`src/rtl/adder_sched_pkg.sv`:
```
// Shared lane geometry, tag format and small helpers for the adder lane scheduler.
package adder_sched_pkg;

  localparam int LANES    = 4;
  localparam int DW       = 16;
  localparam int MAX_ID_W = 3;

  typedef logic [LANES*DW-1:0] lane_vec_t;

  typedef struct packed {
    logic                valid;
    logic [MAX_ID_W-1:0] id;
  } tag_t;

  function automatic int wrap_inc(input int idx, input int n);
    return (idx + 1 == n) ? 0 : idx + 1;
  endfunction

endpackage

```
`src/rtl/rr_arbiter.sv`:
```
// Round-robin picker: first asserted request at or after ptr, wrapping around.
module rr_arbiter #(
  parameter int NUM_REQ = 2
) (
  input  logic [NUM_REQ-1:0]         req,
  input  logic [$clog2(NUM_REQ)-1:0] ptr,
  output logic [NUM_REQ-1:0]         grant,
  output logic [$clog2(NUM_REQ)-1:0] idx,
  output logic                       any
);

  localparam int IDX_W = $clog2(NUM_REQ);

  logic [IDX_W:0] cand;

  always_comb begin
    grant = '0;
    idx   = '0;
    any   = 1'b0;
    cand  = '0;
    for (int k = 0; k < NUM_REQ; k++) begin
      cand = {1'b0, ptr} + (IDX_W+1)'(k);
      if (cand >= (IDX_W+1)'(NUM_REQ)) cand = cand - (IDX_W+1)'(NUM_REQ);
      if (!any && req[cand[IDX_W-1:0]]) begin
        any                     = 1'b1;
        grant[cand[IDX_W-1:0]] = 1'b1;
        idx                     = cand[IDX_W-1:0];
      end
    end
  end

endmodule

```
`src/rtl/adder_lane_sched.sv`:
```
// Shares one external 4-lane registered adder among NUM_REQ requesters: round-robin
// issue, a tag pipe that shadows the adder, and a credited result FIFO.
module adder_lane_sched
  import adder_sched_pkg::*;
#(
  parameter int DATA_WIDTH = 16,
  parameter int NUM_REQ    = 2,
  parameter int FIFO_DEPTH = 4,
  parameter int LATENCY    = 1
) (
  input  logic                                clk,
  input  logic                                rst,
  input  logic [NUM_REQ-1:0]                  req_valid,
  output logic [NUM_REQ-1:0]                  req_ready,
  input  logic [NUM_REQ*LANES*DATA_WIDTH-1:0] req_a,
  input  logic [NUM_REQ*LANES*DATA_WIDTH-1:0] req_b,
  output logic [LANES*DATA_WIDTH-1:0]         add_a,
  output logic [LANES*DATA_WIDTH-1:0]         add_b,
  input  logic [LANES*DATA_WIDTH-1:0]         add_sum,
  output logic                                rsp_valid,
  input  logic                                rsp_ready,
  output logic [$clog2(NUM_REQ)-1:0]          rsp_id,
  output logic [LANES*DATA_WIDTH-1:0]         rsp_sum,
  output logic                                busy
);

  localparam int VW   = LANES * DATA_WIDTH;
  localparam int ID_W = $clog2(NUM_REQ);
  localparam int AW   = $clog2(FIFO_DEPTH);

  typedef logic [AW:0] cnt_t;

  logic [ID_W-1:0]    ptr;
  logic [ID_W-1:0]    win_idx;
  logic [NUM_REQ-1:0] win_grant;
  logic               win_any;
  logic               issue_ok;
  logic               fire;
  logic               push;
  logic               pop;
  logic               full;
  logic               inflight;
  cnt_t               occ;
  cnt_t               count;
  logic [AW-1:0]      wr_ptr;
  logic [AW-1:0]      rd_ptr;
  tag_t               pipe [LATENCY];
  tag_t               tail;
  logic               unused_tag_bits;
  logic [VW-1:0]      sum_mem [FIFO_DEPTH];
  logic [ID_W-1:0]    id_mem  [FIFO_DEPTH];

  rr_arbiter #(
    .NUM_REQ(NUM_REQ)
  ) u_arb (
    .req  (req_valid),
    .ptr  (ptr),
    .grant(win_grant),
    .idx  (win_idx),
    .any  (win_any)
  );

  // occ counts every op that will eventually occupy a FIFO slot, so the adder can never overrun it
  assign issue_ok  = !rst && (occ < cnt_t'(FIFO_DEPTH));
  assign fire      = win_any && issue_ok;
  assign req_ready = issue_ok ? win_grant : '0;

  always_comb begin
    add_a = '0;
    add_b = '0;
    if (fire) begin
      for (int i = 0; i < NUM_REQ; i++) begin
        if (win_idx == ID_W'(i)) begin
          add_a = req_a[i*VW +: VW];
          add_b = req_b[i*VW +: VW];
        end
      end
    end
  end

  always_ff @(posedge clk or posedge rst) begin
    if (rst) begin
      ptr <= '0;
    end else if (fire) begin
      ptr <= ID_W'(wrap_inc(int'(win_idx), NUM_REQ));
    end
  end

  always_ff @(posedge clk or posedge rst) begin
    if (rst) begin
      for (int s = 0; s < LATENCY; s++) pipe[s] <= '0;
    end else begin
      pipe[0] <= '{valid: fire, id: MAX_ID_W'(win_idx)};
      for (int s = 1; s < LATENCY; s++) pipe[s] <= pipe[s-1];
    end
  end

  assign tail            = pipe[LATENCY-1];
  assign push            = tail.valid;
  assign unused_tag_bits = ^tail.id;

  always_comb begin
    inflight = 1'b0;
    for (int s = 0; s < LATENCY; s++) inflight = inflight | pipe[s].valid;
  end

  // A pop returns its credit only from the next cycle on
  always_ff @(posedge clk or posedge rst) begin
    if (rst) begin
      occ <= '0;
    end else begin
      case ({fire, pop})
        2'b10:   occ <= occ + cnt_t'(1);
        2'b01:   occ <= occ - cnt_t'(1);
        default: occ <= occ;
      endcase
    end
  end

  always_ff @(posedge clk or posedge rst) begin
    if (rst) begin
      wr_ptr <= '0;
      rd_ptr <= '0;
      count  <= '0;
    end else begin
      if (push) wr_ptr <= wr_ptr + AW'(1);
      if (pop)  rd_ptr <= rd_ptr + AW'(1);
      case ({push, pop})
        2'b10:   count <= count + cnt_t'(1);
        2'b01:   count <= count - cnt_t'(1);
        default: count <= count;
      endcase
    end
  end

  always_ff @(posedge clk) begin
    if (push) begin
      sum_mem[wr_ptr] <= add_sum;
      id_mem[wr_ptr]  <= tail.id[ID_W-1:0];
    end
  end

  assign full      = (count == cnt_t'(FIFO_DEPTH));
  assign rsp_valid = (count != '0);
  assign pop       = rsp_valid && rsp_ready;
  assign rsp_sum   = rsp_valid ? sum_mem[rd_ptr] : '0;
  assign rsp_id    = rsp_valid ? id_mem[rd_ptr] : '0;
  assign busy      = inflight || rsp_valid;

  always @(posedge clk) begin
    if (!rst) assert (!(push && full));
  end

endmodule

```
`config.mk`:
```
export PLATFORM = sky130hd
export DESIGN_NAME = adder_lane_sched
export DESIGN_NICKNAME = d
export VERILOG_FILES = /design/src/rtl/adder_sched_pkg.sv /design/src/rtl/rr_arbiter.sv /design/src/rtl/adder_lane_sched.sv
export SDC_FILE = /design/constraint.sdc
export NUM_CORES = 1
export LEC_CHECK = 0
export BUFFER_PORTS_ARGS = -buffer_cell sky130_fd_sc_hd__buf_2
export CAP_MARGIN = 10
export CORE_AREA = 2 2 200 202
export CTS_BUF_LIST = sky130_fd_sc_hd__clkbuf_2
export CTS_CLUSTER_DIAMETER = 150
export CTS_CLUSTER_SIZE = 20
export DETAILED_ROUTE_END_ITERATION = 8
export DIE_AREA = 0 0 202 204
export GPL_TIMING_DRIVEN = 1
export PLACE_DENSITY = 0.71
export SLEW_MARGIN = 20
export SYNTH_ARGS = -nofsm -noshare
export SYNTH_HDL_FRONTEND = slang
export SYNTH_SLANG_ARGS = --single-unit
```
`constraint.sdc`:
```
create_clock -name clk -period 6.6 [get_ports clk]
set_input_delay 1.32 -clock clk [delete_from_list [all_inputs] [get_ports clk]]
set_output_delay 1.32 -clock clk [all_outputs]
set_load 0.02 [all_outputs]
```
==> summary by stage <==
Run status
The run finished with clean final reports.

Finish
The number of filler cells placed in the layout is 3754. Relative to the synthesized area, the layout overhead comes to 24.58%. The share of cells above drive strength 1 is 45.79%. In the layout the commonest cells are buf_2 (520), edfxtp_1 (260), a21oi_1 (130). Once layout is complete, the utilization of the core stands at 41.50%. Leaving out fill and tap cells, the most frequent cell in the layout is buf_2. The final layout contains 1725 nets.

CTS
The clock sink count is 273. CTS built an H-tree with a depth of 1. Clock-pin slew was measured on the worst setup and hold paths at 0.31 ns. The post-CTS setup repair buffer count is 0.

Counting the buffers created by CTS gives 17. The largest buffer count on any clock path is 3. The worst-skew pair later-pin latency is 0.82 ns. The library cell used as clock root buffer is clkbuf_2. TritonCTS built the clock tree.

After clock tree synthesis, the repair step resized 0 gates. The count of hold-fix buffers inserted at cts is 0.

Detailed routing
The first routing iteration left 983 violations. The first detailed-routing pass ran for 8 iterations. The detailed router placed 10400 vias in this run. The antenna violation net count after detailed routing is 0. The routed wire length per instance is 24.63 microns. The number of vias per cell after detailed routing is 5.350.

After detailed routing, the number of remaining DRC violations is 0. The total wire length after detailed routing is 47860 microns.

Placement
Summed over all nets, the half-perimeter wirelength after detailed placement is 35000 microns. The final weighted congestion of routability-driven global placement is 1.024. The number of input and output port buffers inserted is 521.

Global routing
The number of antenna violations at the first check in global routing is 20. The via count of the first global-routing pass is 10030. The first global-routing pass estimated 66900 microns of wire. For this run the aggregate overflow at the end of global routing stands at 0.

Entering global routing, the biggest net connects 111 pins. The global-route total usage across every layer is 21.97%.

Floorplan
The floorplan step defined a die boundary enclosing 41210 sq um. The horizontal die dimension is 202 microns. The effective utilization at floorplan is 33.31%.

In this run the count of I/O pins placed on the die edge is 522. The floorplan die height is 204 microns. The total core area is 39180 sq um. After floorplanning, the core was divided into 73 placement rows.

Setup path
In this run the worst path has a maximum fanout of 110. The worst register-to-register path begins at count[0]. The capturing instance or port of the critical path is add_b[31]. The worst register-to-register path ends at occ[2]. On the critical path, the stage with the largest delay is an instance of and2b_4. The reg2reg setup slack is 3.88 ns. Walking the worst path, the cells encountered are buf_2 -> and2b_4 -> buf_12 -> o21ai_0 -> a21oi_1 -> buf_2. The cell with the most instances on the worst path is buf_2.

The highest cell delay on the worst timing path is 0.71 ns. The most critical setup path has its startpoint at req_valid[0]. The kind of start point of the critical path is an input port.

STA puts the critical path data arrival time at 3.58 ns. The critical path capture point type is a primary output. Among cell families on the critical path, the largest total delay comes from buffers and inverters.

The critical path runs through a total of 6 cells. The number of cell instances on the worst register-to-register path is 8. The required time of the critical path is 5.28 ns. The total buffers and inverters traversed by the critical path is 3.

The worst setup path is of the in2out kind.

Yosys
The top flip-flop cell by instance count after synthesis is edfxtp_1. After synthesis, the largest family of logic cells by area is multiplexers. After Yosys synthesis, and, or, nand and nor cells account for 11.13% of the synthesized area. The net count after synthesis is 1262. The post-synthesis compound-gate area fraction is 10.02%. The number of distinct standard cells referenced by the synthesized netlist is 30. The portion of netlist area occupied by mux cells is 11.38%. The total of warnings raised by yosys is 0. The area of the mapped netlist is 13050 sq um. The number of enable-type register cells in the synthesized netlist is 260. The synthesized netlist devotes 0.8820% of its cell area to adder and majority cells. The fraction of synthesized cell area in xor and xnor cells is 0.6040%. The flop and latch count out of synthesis is 273. The proportion of register bits with asynchronous set or reset after synthesis is 4.762%. In the synthesized netlist, the number of instances is 929. The sequential cell area fraction in the yosys report is 62.31%. Each instance of the synthesized netlist takes up on average 14.05 sq um.

Timing
The worst hold slack is 0.4980 ns. The total count of max-transition violations in the final report is 0. The ratio of final minimum period to clock period is 74.20%. The final count of hold timing violations is 0. In the final timing run, aggregate negative setup slack is 0 ns. Setup repair after global routing left no endpoint under its margin. For the pin with the worst max-slew slack, the measured transition is 1.098 ns. Static timing analysis puts the maximum clock frequency at 0.2042 GHz. The final critical delay including setup and external delays is 4.897 ns. The number of setup violations in the final report is 0. The final worst clock skew is 0.05639 ns. Measured against its own limit, the worst slew margin works out to 26.81%.

Power
The completed layout was analyzed and its total power is 5.554 mW. The cell leakage power is 6.254 nW. The worst-case vdd ir drop is 0.1244 mV.

For this design the ratio of total power to cell area is 341.6 nW/um^2.

Job
The number of max-capacitance violations reported is 0.

Worst hold path
The worst min-delay path class is reg2reg.
[cell usage after synthesis, types with 2 or more instances]
cell type  count  area share, %
and2_1        70            3.4
fa_1           2           0.31
clkbuf_1      68            2.0
nor2_1         4           0.12
inv_1          8           0.23
nand2_1        2          0.058
dfrtp_1       13            2.5
a21oi_1      130            5.0
nand3b_1     128            7.4
edfxtp_1     260             60
xor2_1         5           0.34
buf_2         10           0.38
ha_1           6           0.58
xnor2_1        4           0.27
o21ai_0      129            4.9
buf_1          7           0.20
mux4_2        65             11
buf_12         4           0.61
buf_4          3           0.17
[sequential cells by signal (all words and copies together), names as in the netlist, 2 cells and up]
register  cells
wr_ptr        2
id_mem        4
rd_ptr        2
occ           3
count         3
sum_mem     256
[final cells by class]
cell class	instances	area (sq um)	share of cell area, %
clock inverter	1	8.758	0.05387
timing repair buffer	537	2775	17.07
tap	525	656.9	4.040
inverter	9	36.28	0.2232
sequential	273	8138	50.05
antenna	16	40.04	0.2462
clock buffer	28	140.1	0.8619
multi-input combinational	554	4464	27.46
[metal layers]
metal,global-route usage [%],share of wire [%]
met1,30.17,41
met2,34.98,47
met3,5.054,9.4
met4,6.250,2.6
met5,0,0.027
[report_power, final]
| group | switching, mW | internal, mW | leakage [nW] | total (mW) |
|---|---|---|---|---|
| combinational | 1.59 | 1.10 | 3.62 | 2.69 |
| sequential | 0.129 | 2.13 | 2.51 | 2.26 |
| clock | 0.491 | 0.110 | 0.121 | 0.602 |
[cell families (layout without fill, tap and decap cells)]
| logic type | Yosys count | in the layout |
|---|---|---|
| flip-flops | 273 | 273 |
| XOR/XNOR | 9 | 9 |
| AND/OR/NAND/NOR | 209 | 209 |
| adder cells (fa/ha/maj) | 8 | 8 |
| buffers and inverters | 102 | 575 |
| AO/OA/AOI/OAI | 261 | 261 |
| other | 0 | 16 |
| multiplexers | 67 | 67 |
[worst reg2reg max path, cell delays in order (launching register included)]
cell	delay (ns)
dfrtp_1	0.48
or3_2	0.47
buf_4	0.36
and2_1	0.34
ha_1	0.24
fa_1	0.38
xnor2_1	0.13
nor2_1	0.11
xor2_1	0.16
[through the flow]
| stage | cells | cell area [sq um] | worst slack (ns) |
|---|---|---|---|
| 2_1_floorplan | 929 | 13050 | 2.727 |
| 3_3_place_gp | 1897 | 16040 | 1.803 |
| 3_5_place_dp | 1897 | 16040 | 1.763 |
| 4_1_cts | 1926 | 16190 | 1.621 |
| 5_1_grt | 1939 | 16250 | 1.607 |
| 6_report | 1943 | 16260 | 1.703 |
[worst min-delay path by stage]
stage	from	endpoint	slack, ns	depth (start not counted)
CTS	rst	rd_ptr[0]	0.45	2
global placement	count[2]	count[2]	0.46	1
detailed placement	count[2]	count[2]	0.47	1
global route	rst	rd_ptr[0]	0.47	2
finish	count[2]	count[2]	0.50	1
floorplan	count[2]	count[2]	0.43	1
(Power assumes the default switching activity.)
